`src/rtl/ifid_queue.sv`:
```
// IF->ID boundary buffer: DEPTH-entry circular FIFO of {pc, instr} with
// flush and pre-sliced decode fields. Optional zero-latency path: IFID_BYPASS_EN.
module ifid_queue #(
  parameter int unsigned       DEPTH  = 2,
  parameter int unsigned       XLEN   = 32,
  parameter logic [XLEN-1:0]   BUBBLE = '0
) (
  input  logic                  clk,
  input  logic                  reset_n,
  input  logic                  in_valid,
  output logic                  in_ready,
  input  logic [XLEN-1:0]       in_pc,
  input  logic [XLEN-1:0]       in_instr,
  input  logic                  flush,
  output logic                  out_valid,
  input  logic                  out_ready,
  output logic [XLEN-1:0]       out_pc,
  output logic [XLEN-1:0]       out_instr,
  output logic [4:0]            read_reg1,
  output logic [4:0]            read_reg2,
  output logic [4:0]            write_addr,
  output logic [6:0]            opcode,
  output logic [2:0]            funct3,
  output logic [6:0]            funct7,
  output logic                  is_float,
  output logic [$clog2(DEPTH):0] count
);

  localparam int unsigned AW = $clog2(DEPTH);
  localparam int unsigned CW = AW + 1;

  logic [XLEN-1:0] pc_mem    [DEPTH];
  logic [XLEN-1:0] instr_mem [DEPTH];
  logic [CW-1:0]   rd_ptr;
  logic [CW-1:0]   wr_ptr;
  logic [XLEN-1:0] last_pc;
  logic [AW-1:0]   rd_idx;
  logic [AW-1:0]   wr_idx;
  logic            empty;
  logic            full;
  logic            push;
  logic            pop;

  assign rd_idx = rd_ptr[AW-1:0];
  assign wr_idx = wr_ptr[AW-1:0];
  assign empty  = (rd_ptr == wr_ptr);
  assign full   = (rd_idx == wr_idx) && (rd_ptr[AW] != wr_ptr[AW]);
  assign count  = wr_ptr - rd_ptr;
  assign in_ready = !full;

`ifdef IFID_BYPASS_EN
  logic bypass;
  logic bypass_take;

  // An empty queue forwards the fetch entry straight to decode.
  assign bypass      = empty && in_valid && !flush;
  assign bypass_take = bypass && out_ready;
  assign out_valid   = !empty || bypass;
  assign pop         = !empty && out_ready && !flush;
  assign push        = in_valid && !full && !flush && !bypass_take;
`else
  assign out_valid = !empty;
  assign pop       = out_valid && out_ready && !flush;
  assign push      = in_valid && in_ready && !flush;
`endif

  // Head entry mux; empty queue shows the last popped PC and a bubble.
  always_comb begin
    out_pc    = last_pc;
    out_instr = BUBBLE;
    if (!empty) begin
      out_pc    = pc_mem[rd_idx];
      out_instr = instr_mem[rd_idx];
    end
`ifdef IFID_BYPASS_EN
    else if (bypass) begin
      out_pc    = in_pc;
      out_instr = in_instr;
    end
`endif
  end

  assign opcode     = out_instr[6:0];
  assign write_addr = out_instr[11:7];
  assign funct3     = out_instr[14:12];
  assign read_reg1  = out_instr[19:15];
  assign read_reg2  = out_instr[24:20];
  assign funct7     = out_instr[31:25];
  assign is_float   = (opcode == 7'b0000111) || (opcode == 7'b0100111) ||
                      (opcode == 7'b1010011);

  // Storage array is not reset; validity comes from the pointers.
  always_ff @(posedge clk) begin
    if (push) begin
      pc_mem[wr_idx]    <= in_pc;
      instr_mem[wr_idx] <= in_instr;
    end
  end

  always_ff @(posedge clk or negedge reset_n) begin
    if (!reset_n) begin
      rd_ptr  <= '0;
      wr_ptr  <= '0;
      last_pc <= '0;
    end else if (flush) begin
      rd_ptr  <= wr_ptr;
      last_pc <= '0;
    end else begin
      if (push) wr_ptr <= wr_ptr + CW'(1);
      if (pop) begin
        rd_ptr  <= rd_ptr + CW'(1);
        last_pc <= pc_mem[rd_idx];
      end
`ifdef IFID_BYPASS_EN
      if (bypass_take) last_pc <= in_pc;
`endif
    end
  end

endmodule
```
`config.mk`:
```
export PLATFORM = sky130hd
export DESIGN_NAME = ifid_queue
export DESIGN_NICKNAME = d
export VERILOG_FILES = /design/src/rtl/ifid_queue.sv
export SDC_FILE = /design/constraint.sdc
export NUM_CORES = 1
export LEC_CHECK = 0
export BUFFER_PORTS_ARGS = -buffer_cell sky130_fd_sc_hd__clkbuf_2
export CAP_MARGIN = 15
export CORE_MARGIN = 2
export CORE_UTILIZATION = 54
export CTS_CLUSTER_DIAMETER = 200
export CTS_CLUSTER_SIZE = 25
export DETAILED_ROUTE_END_ITERATION = 8
export GPL_TIMING_DRIVEN = 0
export MAX_ROUTING_LAYER = met4
export PLACE_DENSITY = 0.82
export SLEW_MARGIN = 20
export SYNTH_ARGS = -nofsm -noshare
export SYNTH_HDL_FRONTEND = slang
export SYNTH_SLANG_ARGS = --single-unit
```
`constraint.sdc`:
```
create_clock -name clk -period 5.45 [get_ports clk]
set_input_delay 0.545 -clock clk [delete_from_list [all_inputs] [get_ports clk]]
set_output_delay 0.545 -clock clk [all_outputs]
set_load 0.005 [all_outputs]
```
==> out/metrics.csv, run 1 <==
stage;metric;value;unit
global_routing;total track usage;0.2431;
clock_tree;clk root buf;clkbuf_16;
pwr;Leakage;3.647;nW
sta;RSZ-0062 raised after global routing;no;
setup_path;worst-path cell chain;inv_1, ha_1, buf_2, buf_2, clkbuf_1, a21oi_1, a21oi_1, clkbuf_2;
setup_path;CP Capture Type;output pin;
sta;Rel. slew slack;0.3832;
clock_tree;worst skew pair latency;0.42;ns
yosys;syn_area_per_cell;13.55;sq um
global_routing;first-pass GRT wire length;25.52;mm
yosys;Synth Warn #;0;
yosys;top_reg_cell synth;edfxtp_1;
sta;final hold vios;0;
floorplan;Die X;119.2;um
min_path;worst min-delay path class;in -> async;
sta;Min Hold Slack;0.2505;ns
cells_and_area;synthesis-to-layout area growth;23.86;%
placed_design;Placed Cells;877;
yosys;cell area after synthesis;7169;sq um
clock_tree;Clock Sinks;164;
floorplan;die area;14210;sq um
placed_design;RePlAce Congestion;0.8203;
detailed_routing;DRT Pass-1 Iters;5;
job;Max-Cap Viols;0;
clock_tree;Clock Path Buffers;2;
floorplan;Die Y-Extent;119.2;um
detailed_routing;Routed Antenna Nets;0;
yosys;post-synthesis sequential area ratio;0.6618;
floorplan;area of the core;13090;sq um
floorplan;FP Rows;42;
pwr;Pwr Density;672.4;nW/um^2
placed_design;Place WS;2.693;ns
clock_tree;CTS tree;built;
clock_tree;Post-CTS Resized;0;
clock_tree;Post-CTS Hold Buffers;0;
clock_tree;CTS clk-pin slew, worst paths;0.06;ns
setup_path;WS Path Type;reg -> out;
placed_design;post-DP HPWL;11.38;mm
setup_path;Critical-path top delay cell;dfrtp_1;
cells_and_area;Final #Nets;790;
clock_tree;Num CTS Buffers;17;
detailed_routing;WL final;16.23;mm
sta;Worst Skew;0.006599;ns
detailed_routing;Detailed Route Iter0 Violations;328;
yosys;cell count after synthesis;529;
cells_and_area;non-filler instance count after layout;910;
setup_path;worst stage delay on the critical path;0.48;ns
global_routing;largest net degree at the start of global routing;37;
sta;Final Max Tran Viols;0;
sta;clock period minus worst slack;3.232;ns
yosys;syn nets;599;
global_routing;grt ovf;0;
setup_path;RR Startpoint;wr_ptr[0]$_DFFE_PN0P_;
yosys;EDFF count, synth;128;
floorplan;I/O Pins;170;
setup_path;Reg2Reg Setup Slack;2.86;ns
setup_path;Worst Path Max Fanout;10;
sta;maximum clock frequency;0.3094;GHz
setup_path;reg-to-reg critical path endpoint;pc_mem[0][19]$_DFFE_PP_;
sta;final setup fails;0;
pwr;Peak VDD IR;0.0003796;V
cells_and_area;share of cells above drive strength 1;0.3956;
sta;Worst Max-Slew Pin Slew;0.9252;ns
floorplan;initial core utilization;0.5479;
placed_design;port buffer count;169;
detailed_routing;vias per inst;5.542;
global_routing;vias in the first global route;5043;
yosys;Post-synth ARST share;0.2195;
detailed_routing;detailed-route DRC error count;0;
detailed_routing;total number of vias;5043;
clock_tree;setup bufs post-CTS;0;
yosys;Yosys cell types;34;
setup_path;WP data arrival;2.69;ns
sta;post-route setup slack;2.218;ns
sta;fin crit share;0.5930;
yosys;Yosys reg bits;164;
run_status;run status;finished, final reports clean;
pwr;total power;0.005971;W
clock_tree;H-tree depth;4;
setup_path;CP Data Required Time;4.91;ns
detailed_routing;drt wl/cell;17.83;um
global_routing;initial antenna violation count;1;
setup_path;Startpoint Class;flip-flop;
setup_path;Reg2Reg Depth;7;
## critical path: cells and delay by family (launching register included)
kind / cells / cell delay, ns
AOI/OAI and AO/OA: 2 / 0.34
adders and majority gates: 1 / 0.28
buffers and inverters: 5 / 1.16
DFF: 1 / 0.48
## report_power, final
group / total (W) / switching (W) / leakage [nW] / internal [W]
Combinational: 0.00312 / 0.00178 / 1.73 / 0.00134
Sequential: 0.00172 / 0.0000804 / 1.64 / 0.00164
Clock: 0.00113 / 0.000457 / 0.281 / 0.000676
Total: 0.00597 / 0.00231 / 3.65 / 0.00366
## cell type report
| class | instances | area (sq um) |
|---|---|---|
| Sequential cell | 164 | 4745 |
| Fill cell | 926 | 4205 |
| Multi-Input combinational cell | 254 | 1843 |
| Timing Repair Buffer | 172 | 913.4 |
| Clock buffer | 23 | 489.2 |
| Buffer | 73 | 446.7 |
| Tap cell | 176 | 220.2 |
| Inverter | 38 | 145.1 |
| Clock inverter | 9 | 75.07 |
| Antenna cell | 1 | 2.502 |
## routing by layer
layer / part of all wire / routed length (um) / global-route usage / vias to the layer above
li1: - / - / - / 2313
met1: 0.39 / 6380 / 0.2907 / 2456
met2: 0.51 / 8291 / 0.4001 / 241
met3: 0.073 / 1185 / 0.05843 / 33
met4: 0.023 / 371 / 0.09673 / 0
met5: 0 / 0 / - / -
## cell families after synthesis
group                      synth area share
DFF                                  0.6618
AOI/OAI and AO/OA                    0.1265
buffers and inverters               0.08220
muxes                               0.09494
and+or+nand+nor                     0.02792
xor gates and xnor gates           0.004886
adders and majority gates          0.001745
## synth_stat cells, types with 3 or more instances
cell	n	area share
xnor2_1	4	0.0049
buf_4	32	0.034
buf_6	4	0.0063
clkbuf_1	17	0.0089
nor2b_1	3	0.0026
inv_1	37	0.019
a211oi_1	64	0.067
nor2_1	33	0.017
buf_2	18	0.013
mux2i_1	32	0.045
a21oi_1	66	0.046
dfrtp_1	36	0.13
edfxtp_1	128	0.54
mux2_2	32	0.050
## metrics by stage
stage | cell area (sq um) | utilization | setup TNS [ns]
global route | 8880 | 0.6786 | 0
finish | 8880 | 0.6786 | 0
CTS | 8877 | 0.6784 | 0
detailed placement | 8313 | 0.6353 | 0
global placement | 8235 | 0.6294 | -26.45
floorplan | 7169 | - | 0
## how the worst max path moves through the flow
stage                                from                          to  slack, ns  depth (start not counted)
detailed placement  wr_ptr[0]$_DFFE_PN0P_                  out_pc[25]       2.69                          8
floorplan           wr_ptr[0]$_DFFE_PN0P_   instr_mem[0][0]$_DFFE_PP_       1.17                          6
CTS                 wr_ptr[0]$_DFFE_PN0P_                  out_pc[25]       2.22                          8
global placement    wr_ptr[0]$_DFFE_PN0P_  instr_mem[0][15]$_DFFE_PP_      -0.42                          6
finish              wr_ptr[0]$_DFFE_PN0P_                  out_pc[18]       2.22                          8
global route        wr_ptr[0]$_DFFE_PN0P_                  out_pc[13]       2.03                          8
## registers in the layout, summed over array words and instances, names as in the netlist
name	count
wr_ptr	2
instr_mem	64
pc_mem	64
rd_ptr	2
last_pc	32
## cell usage in the layout, fill, tap and decap left out, types with 2 or more instances in the layout
cell type,n
a221oi_1,2
nor2b_1,3
mux2_2,32
xnor2_1,4
clkbuf_16,18
clkinv_2,3
a21oi_1,66
clkbuf_8,2
nor2_1,32
edfxtp_1,128
buf_4,32
inv_4,4
a211oi_1,64
clkbuf_1,20
dfrtp_1,36
clkinv_1,2
mux2i_1,32
buf_2,18
o21ai_0,2
clkbuf_2,169
buf_12,2
inv_1,36
buf_6,4
buf_1,2
Note: power is estimated with default switching activity, not from simulation.
==> inputs of run 2 (changes only) <==
Settings changed: ABC_AREA set to 1, CORE_UTILIZATION 54 to 48, PLACE_DENSITY 0.82 to 0.78.
Clock period 5.45 ns to 2.7 ns, I/O delays scaled along.
==> run 2 against run 1 <==
Net effect:
- cell area shrank 1.6%
- hold slack lost 0.25 ns
- first-iteration DRC count grew 5.2%
- critical path type unchanged
- critical path depth grew 2
- non-clock buffer count shrank 9
- highest routed layer unchanged
- final cell count grew 10%
- register-to-register slack lost 2.6 ns
==> out/metrics.csv, run 2 <==
stage;metric;value;unit
cells_and_area;Fill cells;1111;
setup_path;worst stage delay on the critical path;0.42;ns
global_routing;vias in the first global route;4762;
detailed_routing;drt wl/cell;14.85;um
yosys;cell with the most instances after synthesis;nand2_1;
job;Max-Cap Viols;0;
yosys;post-synth top area share;0.5526;
clock_tree;clk root buf;clkbuf_16;
setup_path;WS Path Type;reg -> out;
clock_tree;Post-CTS Hold Buffers;0;
detailed_routing;WL final;14.92;mm
placed_design;Placed Cells;973;
clock_tree;worst skew pair latency;0.42;ns
detailed_routing;detailed-route DRC error count;0;
cells_and_area;synthesis-to-layout area growth;25.56;%
clock_tree;setup bufs post-CTS;0;
detailed_routing;vias per inst;4.882;
detailed_routing;Routed Antenna Nets;0;
yosys;top_reg_cell synth;edfxtp_1;
yosys;syn nets;689;
detailed_routing;DRT Pass-1 Iters;5;
detailed_routing;Detailed Route Iter0 Violations;345;
clock_tree;CTS clk-pin slew, worst paths;0.06;ns
sta;RSZ-0062 raised after global routing;no;
yosys;Synth area leaders;edfxtp_1 55%, dfrtp_1 13%, nand2_1 10%;
floorplan;FP Rows;43;
sta;Final Max Tran Viols;0;
global_routing;largest net degree at the start of global routing;37;
yosys;Yosys cell types;24;
pwr;Pwr Density;1269;nW/um^2
sta;Worst Max-Slew Pin Slew;0.9712;ns
floorplan;Die Y-Extent;124.4;um
sta;Rel. slew slack;0.3525;
sta;post-route setup slack;0.1913;ns
setup_path;CP Capture Type;output pin;
cells_and_area;share of cells above drive strength 1;0.3297;
floorplan;die area;15470;sq um
setup_path;RR Startpoint;wr_ptr[0]$_DFFE_PN0P_;
sta;final setup fails;0;
yosys;cell area after synthesis;6955;sq um
setup_path;worst-path cell chain;inv_2, ha_1, nand3_4, buf_6, buf_6, buf_6, nand2_1, inv_1, buf_4, clkbuf_2;
pwr;Leakage;4.127;nW
yosys;Synth area leader;edfxtp_1;
placed_design;port buffer count;169;
yosys;Post-synth ARST share;0.2195;
cells_and_area;antenna fix cells;0;
detailed_routing;total number of vias;4906;
cells_and_area;commonest cells after routing, fill and taps aside;192 x nand2_1, 170 x clkbuf_2, 128 x edfxtp_1, 50 x inv_1;
setup_path;Worst Path Max Fanout;10;
setup_path;Startpoint Class;flip-flop;
clock_tree;Clock Path Buffers;2;
sta;maximum clock frequency;0.3986;GHz
setup_path;CP Data Required Time;2.43;ns
placed_design;Place WS;0.2263;ns
global_routing;total track usage;0.2031;
global_routing;initial antenna violation count;0;
floorplan;area of the core;14040;sq um
clock_tree;Num CTS Buffers;17;
clock_tree;Clock Sinks;164;
cells_and_area;Final #Nets;882;
cells_and_area;top flop regs;instr_mem: 64 flops, pc_mem: 64 flops, last_pc: 32 flops;
floorplan;Die X;124.4;um
pwr;total power;0.01109;W
yosys;EDFF count, synth;128;
yosys;top post-synthesis cells by count;192 x nand2_1, 128 x edfxtp_1, 51 x inv_1;
sta;fin crit share;0.9292;
setup_path;WP data arrival;2.24;ns
sta;final hold vios;0;
clock_tree;H-tree depth;4;
cells_and_area;non-filler instance count after layout;1005;
pwr;Peak VDD IR;0.0007639;V
global_routing;first-pass GRT wire length;23.78;mm
setup_path;Reg2Reg Setup Slack;0.29;ns
floorplan;initial core utilization;0.4953;
run_status;run status;finished, final reports clean;
cells_and_area;most common cell after layout, fill and taps aside;nand2_1;
global_routing;grt ovf;0;
floorplan;I/O Pins;170;
setup_path;CP Launch Point;wr_ptr[0]$_DFFE_PN0P_;
sta;Worst Skew;0.006521;ns
setup_path;critical path's most frequent cell;buf_6;
sta;clock period minus worst slack;2.509;ns
placed_design;post-DP HPWL;10.51;mm
yosys;Yosys reg bits;164;
setup_path;Critical-path top delay cell;dfrtp_1;
yosys;post-synthesis sequential area ratio;0.6821;
yosys;cell count after synthesis;619;
yosys;Synth Warn #;0;
placed_design;RePlAce Congestion;0.7667;
cells_and_area;Util after Layout;0.6219;
clock_tree;CTS tree;built;
min_path;worst min-delay path class;in -> async;
yosys;syn_area_per_cell;11.24;sq um
==> run 2: timing repair <==
action / in CTS / in global routing
hold endpoints to repair: 0 / 0
gates resized for setup: 0 / 2
setup endpoints to repair: 0 / 16
==> run 2: final cells by class <==
| class | instances | area [sq um] | area share |
|---|---|---|---|
| plain buffers | 62 | 427.9 | 0.04900 |
| clock buffers | 22 | 464.2 | 0.05315 |
| clock inverters | 10 | 122.6 | 0.01404 |
| inverters | 53 | 198.9 | 0.02278 |
| multi-input cells | 340 | 1602 | 0.1834 |
| flip-flops and latches | 164 | 4745 | 0.5433 |
| well taps | 180 | 225.2 | 0.02579 |
| repair buffers | 174 | 948.4 | 0.1086 |
==> run 2: logic make-up (layout without fill, tap and decap cells) <==
kind of cell	after synthesis	count (layout)	synth area share
and+or+nand+nor	248	248	0.1443
DFF	164	164	0.6821
buffers and inverters	115	321	0.08976
AOI/OAI and AO/OA	71	71	0.05361
muxes	18	18	0.02590
xor gates and xnor gates	2	2	0.002519
adders and majority gates	1	1	0.001799
==> run 2: critical path, delay by kind of cell (launching register included) <==
kind / cells / cell delay, ns
buf+inv: 7 / 0.84
fa+ha+maj: 1 / 0.35
flops: 1 / 0.42
simple gates: 2 / 0.20
==> run 2: worst paths after layout <==
kind / end / cells after the start
setup / recovery: out_instr[14] / 10
hold / removal: last_pc[5]$_DFFE_PN0P_ / 1
setup reg to reg: instr_mem[0][29]$_DFFE_PP_ / 7
hold reg to reg: last_pc[7]$_DFFE_PN0P_ / 2
min in group clk: pc_mem[0][10]$_DFFE_PP_ / 1
max in group asynchronous: last_pc[26]$_DFFE_PN0P_ / 1
==> run 2: routing by layer <==
metal,share of wire,global-route usage,vias up
met5,0,-,-
met3,0.074,0.05842,14
met1,0.41,0.2402,2309
met4,0.012,0.07006,0
li1,-,-,2421
met2,0.50,0.3346,162
==> run 2: stage by stage <==
stage	setup TNS (ns)	area [sq um]	hold WS, ns
6_report	0	8733	0.002531
5_1_grt	0	8733	0.02100
3_3_place_gp	-197.24	8031	0.4579
3_5_place_dp	0	8144	0.4627
4_1_cts	0	8731	0.01895
2_1_floorplan	-57.29	6960	-0.02559
==> run 2: power breakdown <==
group | leakage (nW) | internal [W] | switching (W)
Sequential | 1.65 | 0.00324 | 0.000149
Clock | 0.277 | 0.00142 | 0.000949
Combinational | 2.20 | 0.00232 | 0.00302
Total | 4.13 | 0.00697 | 0.00411
==> inputs of run 3 (changes only) <==
Settings changed: CORE_UTILIZATION 48 to 50, CTS_BUF_LIST set to sky130_fd_sc_hd__clkbuf_2 sky130_fd_sc_hd__clkbuf_4 sky130_fd_sc_hd__clkbuf_8, PLACE_DENSITY 0.78 to 0.8.
==> run 3 against run 2 <==
Net effect:
- cell area grew 7.2%
- fmax shrank 1.2%
- first-iteration DRC count shrank 14%
- non-clock buffer count grew 66
==> out/metrics.csv, run 3 (synthesis gave the netlist of run 2 again) <==
stage;metric;value;unit
pwr;Pwr Density;1190;nW/um^2
clock_tree;CTS tree;built;
global_routing;total track usage;0.2293;
setup_path;Startpoint Class;flip-flop;
sta;final setup fails;0;
setup_path;Worst Path Max Fanout;10;
setup_path;CP Data Required Time;2.43;ns
clock_tree;clk root buf;clkbuf_8;
clock_tree;worst skew pair latency;0.45;ns
global_routing;first-pass GRT wire length;24.84;mm
placed_design;placed cell areas;8199;sq um
clock_tree;H-tree depth;4;
detailed_routing;drt wl/cell;14.85;um
sta;Rel. slew slack;0.3675;
cells_and_area;Final #Nets;948;
sta;clock period minus worst slack;2.540;ns
global_routing;grt ovf;0;
sta;final hold vios;0;
cells_and_area;share of cells above drive strength 1;0.3075;
setup_path;WP data arrival;2.27;ns
global_routing;initial antenna violation count;0;
global_routing;largest net degree at the start of global routing;37;
detailed_routing;DRT Pass-1 Iters;4;
setup_path;WS Path Type;reg -> out;
placed_design;post-DP HPWL;10.37;mm
sta;fin crit share;0.9409;
pwr;Sw Share;0.3673;
floorplan;initial core utilization;0.5070;
pwr;P_int;0.007048;W
detailed_routing;Routed Antenna Nets;0;
sta;maximum clock frequency;0.3936;GHz
pwr;Clock Power Share;0.202;
cells_and_area;final instance area;9360;sq um
job;Max-Cap Viols;0;
cells_and_area;top flop regs;instr_mem: 64 flops, pc_mem: 64 flops, last_pc: 32 flops;
floorplan;area of the core;13720;sq um
run_status;run status;finished, final reports clean;
sta;RSZ-0062 raised after global routing;no;
clock_tree;Num CTS Buffers;17;
pwr;Leakage;4.400;nW
setup_path;CP Capture Type;output pin;
clock_tree;CTS clk-pin slew, worst paths;0.08;ns
cells_and_area;synthesis-to-layout area growth;34.57;%
placed_design;port buffer count;169;
pwr;Sequential Power Share;0.303;
cells_and_area;Util after Layout;0.6823;
detailed_routing;detailed-route DRC error count;0;
detailed_routing;vias per inst;4.805;
floorplan;I/O Pins;170;
cells_and_area;non-filler instance count after layout;1071;
placed_design;Placed Cells;974;
sta;Final Max Tran Viols;0;
sta;Worst Skew;0.007238;ns
pwr;Peak VDD IR;0.0006776;V
floorplan;Die Y-Extent;121.9;um
sta;Worst Max-Slew Pin Slew;0.9488;ns
detailed_routing;total number of vias;5146;
sta;Min Hold Slack;0.03666;ns
clock_tree;Clock Sinks;164;
detailed_routing;WL final;15.91;mm
floorplan;Die X;121.9;um
floorplan;FP Rows;43;
detailed_routing;Detailed Route Iter0 Violations;297;
pwr;Comb pwr share;0.495;
cells_and_area;antenna fix cells;0;
floorplan;die area;14870;sq um
clock_tree;Clock Path Buffers;2;
cells_and_area;most common cell after layout, fill and taps aside;nand2_1;
min_path;worst min-delay path class;in -> reg;
global_routing;vias in the first global route;4988;
cells_and_area;commonest cells after routing, fill and taps aside;192 x nand2_1, 170 x clkbuf_2, 128 x edfxtp_1, 64 x dlygate4sd3_1, 50 x inv_1;
placed_design;RePlAce Congestion;0.8083;
pwr;switching power;0.004092;W
[run 3: cell count changes in the layout (fill, tap and decap cells not counted), moves of 4 or more]
cell           change
dlygate4sd3_1     +64
buf_16             +4
clkbuf_16         -17
bufinv_16          +6
clkbuf_8          +15
[run 3: final cells by class]
| type | instances | area [sq um] |
|---|---|---|
| clock inverter | 12 | 256.5 |
| fill | 1012 | 4359 |
| clock buffer | 20 | 256.5 |
| sequential | 164 | 4745 |
| buffer | 62 | 425.4 |
| timing repair buffer | 240 | 1652 |
| tap | 180 | 225.2 |
| multi-input combinational | 340 | 1602 |
| inverter | 53 | 198.9 |
[run 3: power by group through the flow]
| stage | combinational, W | sequential [W] | clock, W |
|---|---|---|---|
| 5_1_grt | 0.00609 | 0.00341 | 0.00240 |
| 6_report | 0.00551 | 0.00338 | 0.00225 |
| 3_5_place_dp | 0.00538 | 0.00343 | 0 |
| 2_1_floorplan | 0.00317 | 0.00341 | 0 |
| 4_1_cts | 0.00548 | 0.00338 | 0.00228 |
| 3_3_place_gp | 0.00518 | 0.00344 | 0 |
[run 3: timing repair]
item | in CTS | in global routing
setup buffers | 0 | 1
setup endpoints to repair | 0 | 38
gates resized for setup | 0 | 1
hold buffers | 64 | 0
hold endpoints to repair | 161 | 0
[run 3: worst paths after layout]
check                           cells past startpoint                         end                     from  slack (ns)
worst max register to register                      7  instr_mem[1][13]$_DFFE_PP_    wr_ptr[0]$_DFFE_PN0P_        0.35
worst min-delay path                                1      pc_mem[0][0]$_DFFE_PP_                 in_pc[0]        0.04
worst min register to register                      2     last_pc[21]$_DFFE_PN0P_  last_pc[21]$_DFFE_PN0P_        0.52
worst max-delay path                                8                  out_pc[25]    wr_ptr[0]$_DFFE_PN0P_        0.16
min in group asynchronous                           2      last_pc[2]$_DFFE_PN0P_                  reset_n        0.50
max in group asynchronous                           2       wr_ptr[1]$_DFFE_PN0P_                  reset_n        1.62
[run 3: routing by layer]
metal  global-route usage  wire, um  vias up
met1               0.2706      6449     2451
li1                     -         -     2541
met4              0.07399       267        0
met5                    -         0        -
met3              0.04775       741       22
met2               0.3946      8449      132
[run 3: critical path, stage by stage (launching register included)]
cell	delay, ns
dfrtp_1	0.41
inv_2	0.12
ha_1	0.29
nand3_4	0.13
buf_6	0.16
buf_2	0.26
nand2_1	0.11
o21ai_0	0.15
clkbuf_2	0.18
[run 3: through the flow]
stage	TNS (ns)	worst slack (ns)	power [W]
after floorplan	-57.29	-0.4543	0.006586
after global placement	-197.06	-1.548	0.008622
after detailed placement	0	0.2396	0.008818
after CTS	0	0.03799	0.01114
after global routing	0	0.02302	0.01191
final	0	0.1595	0.01114
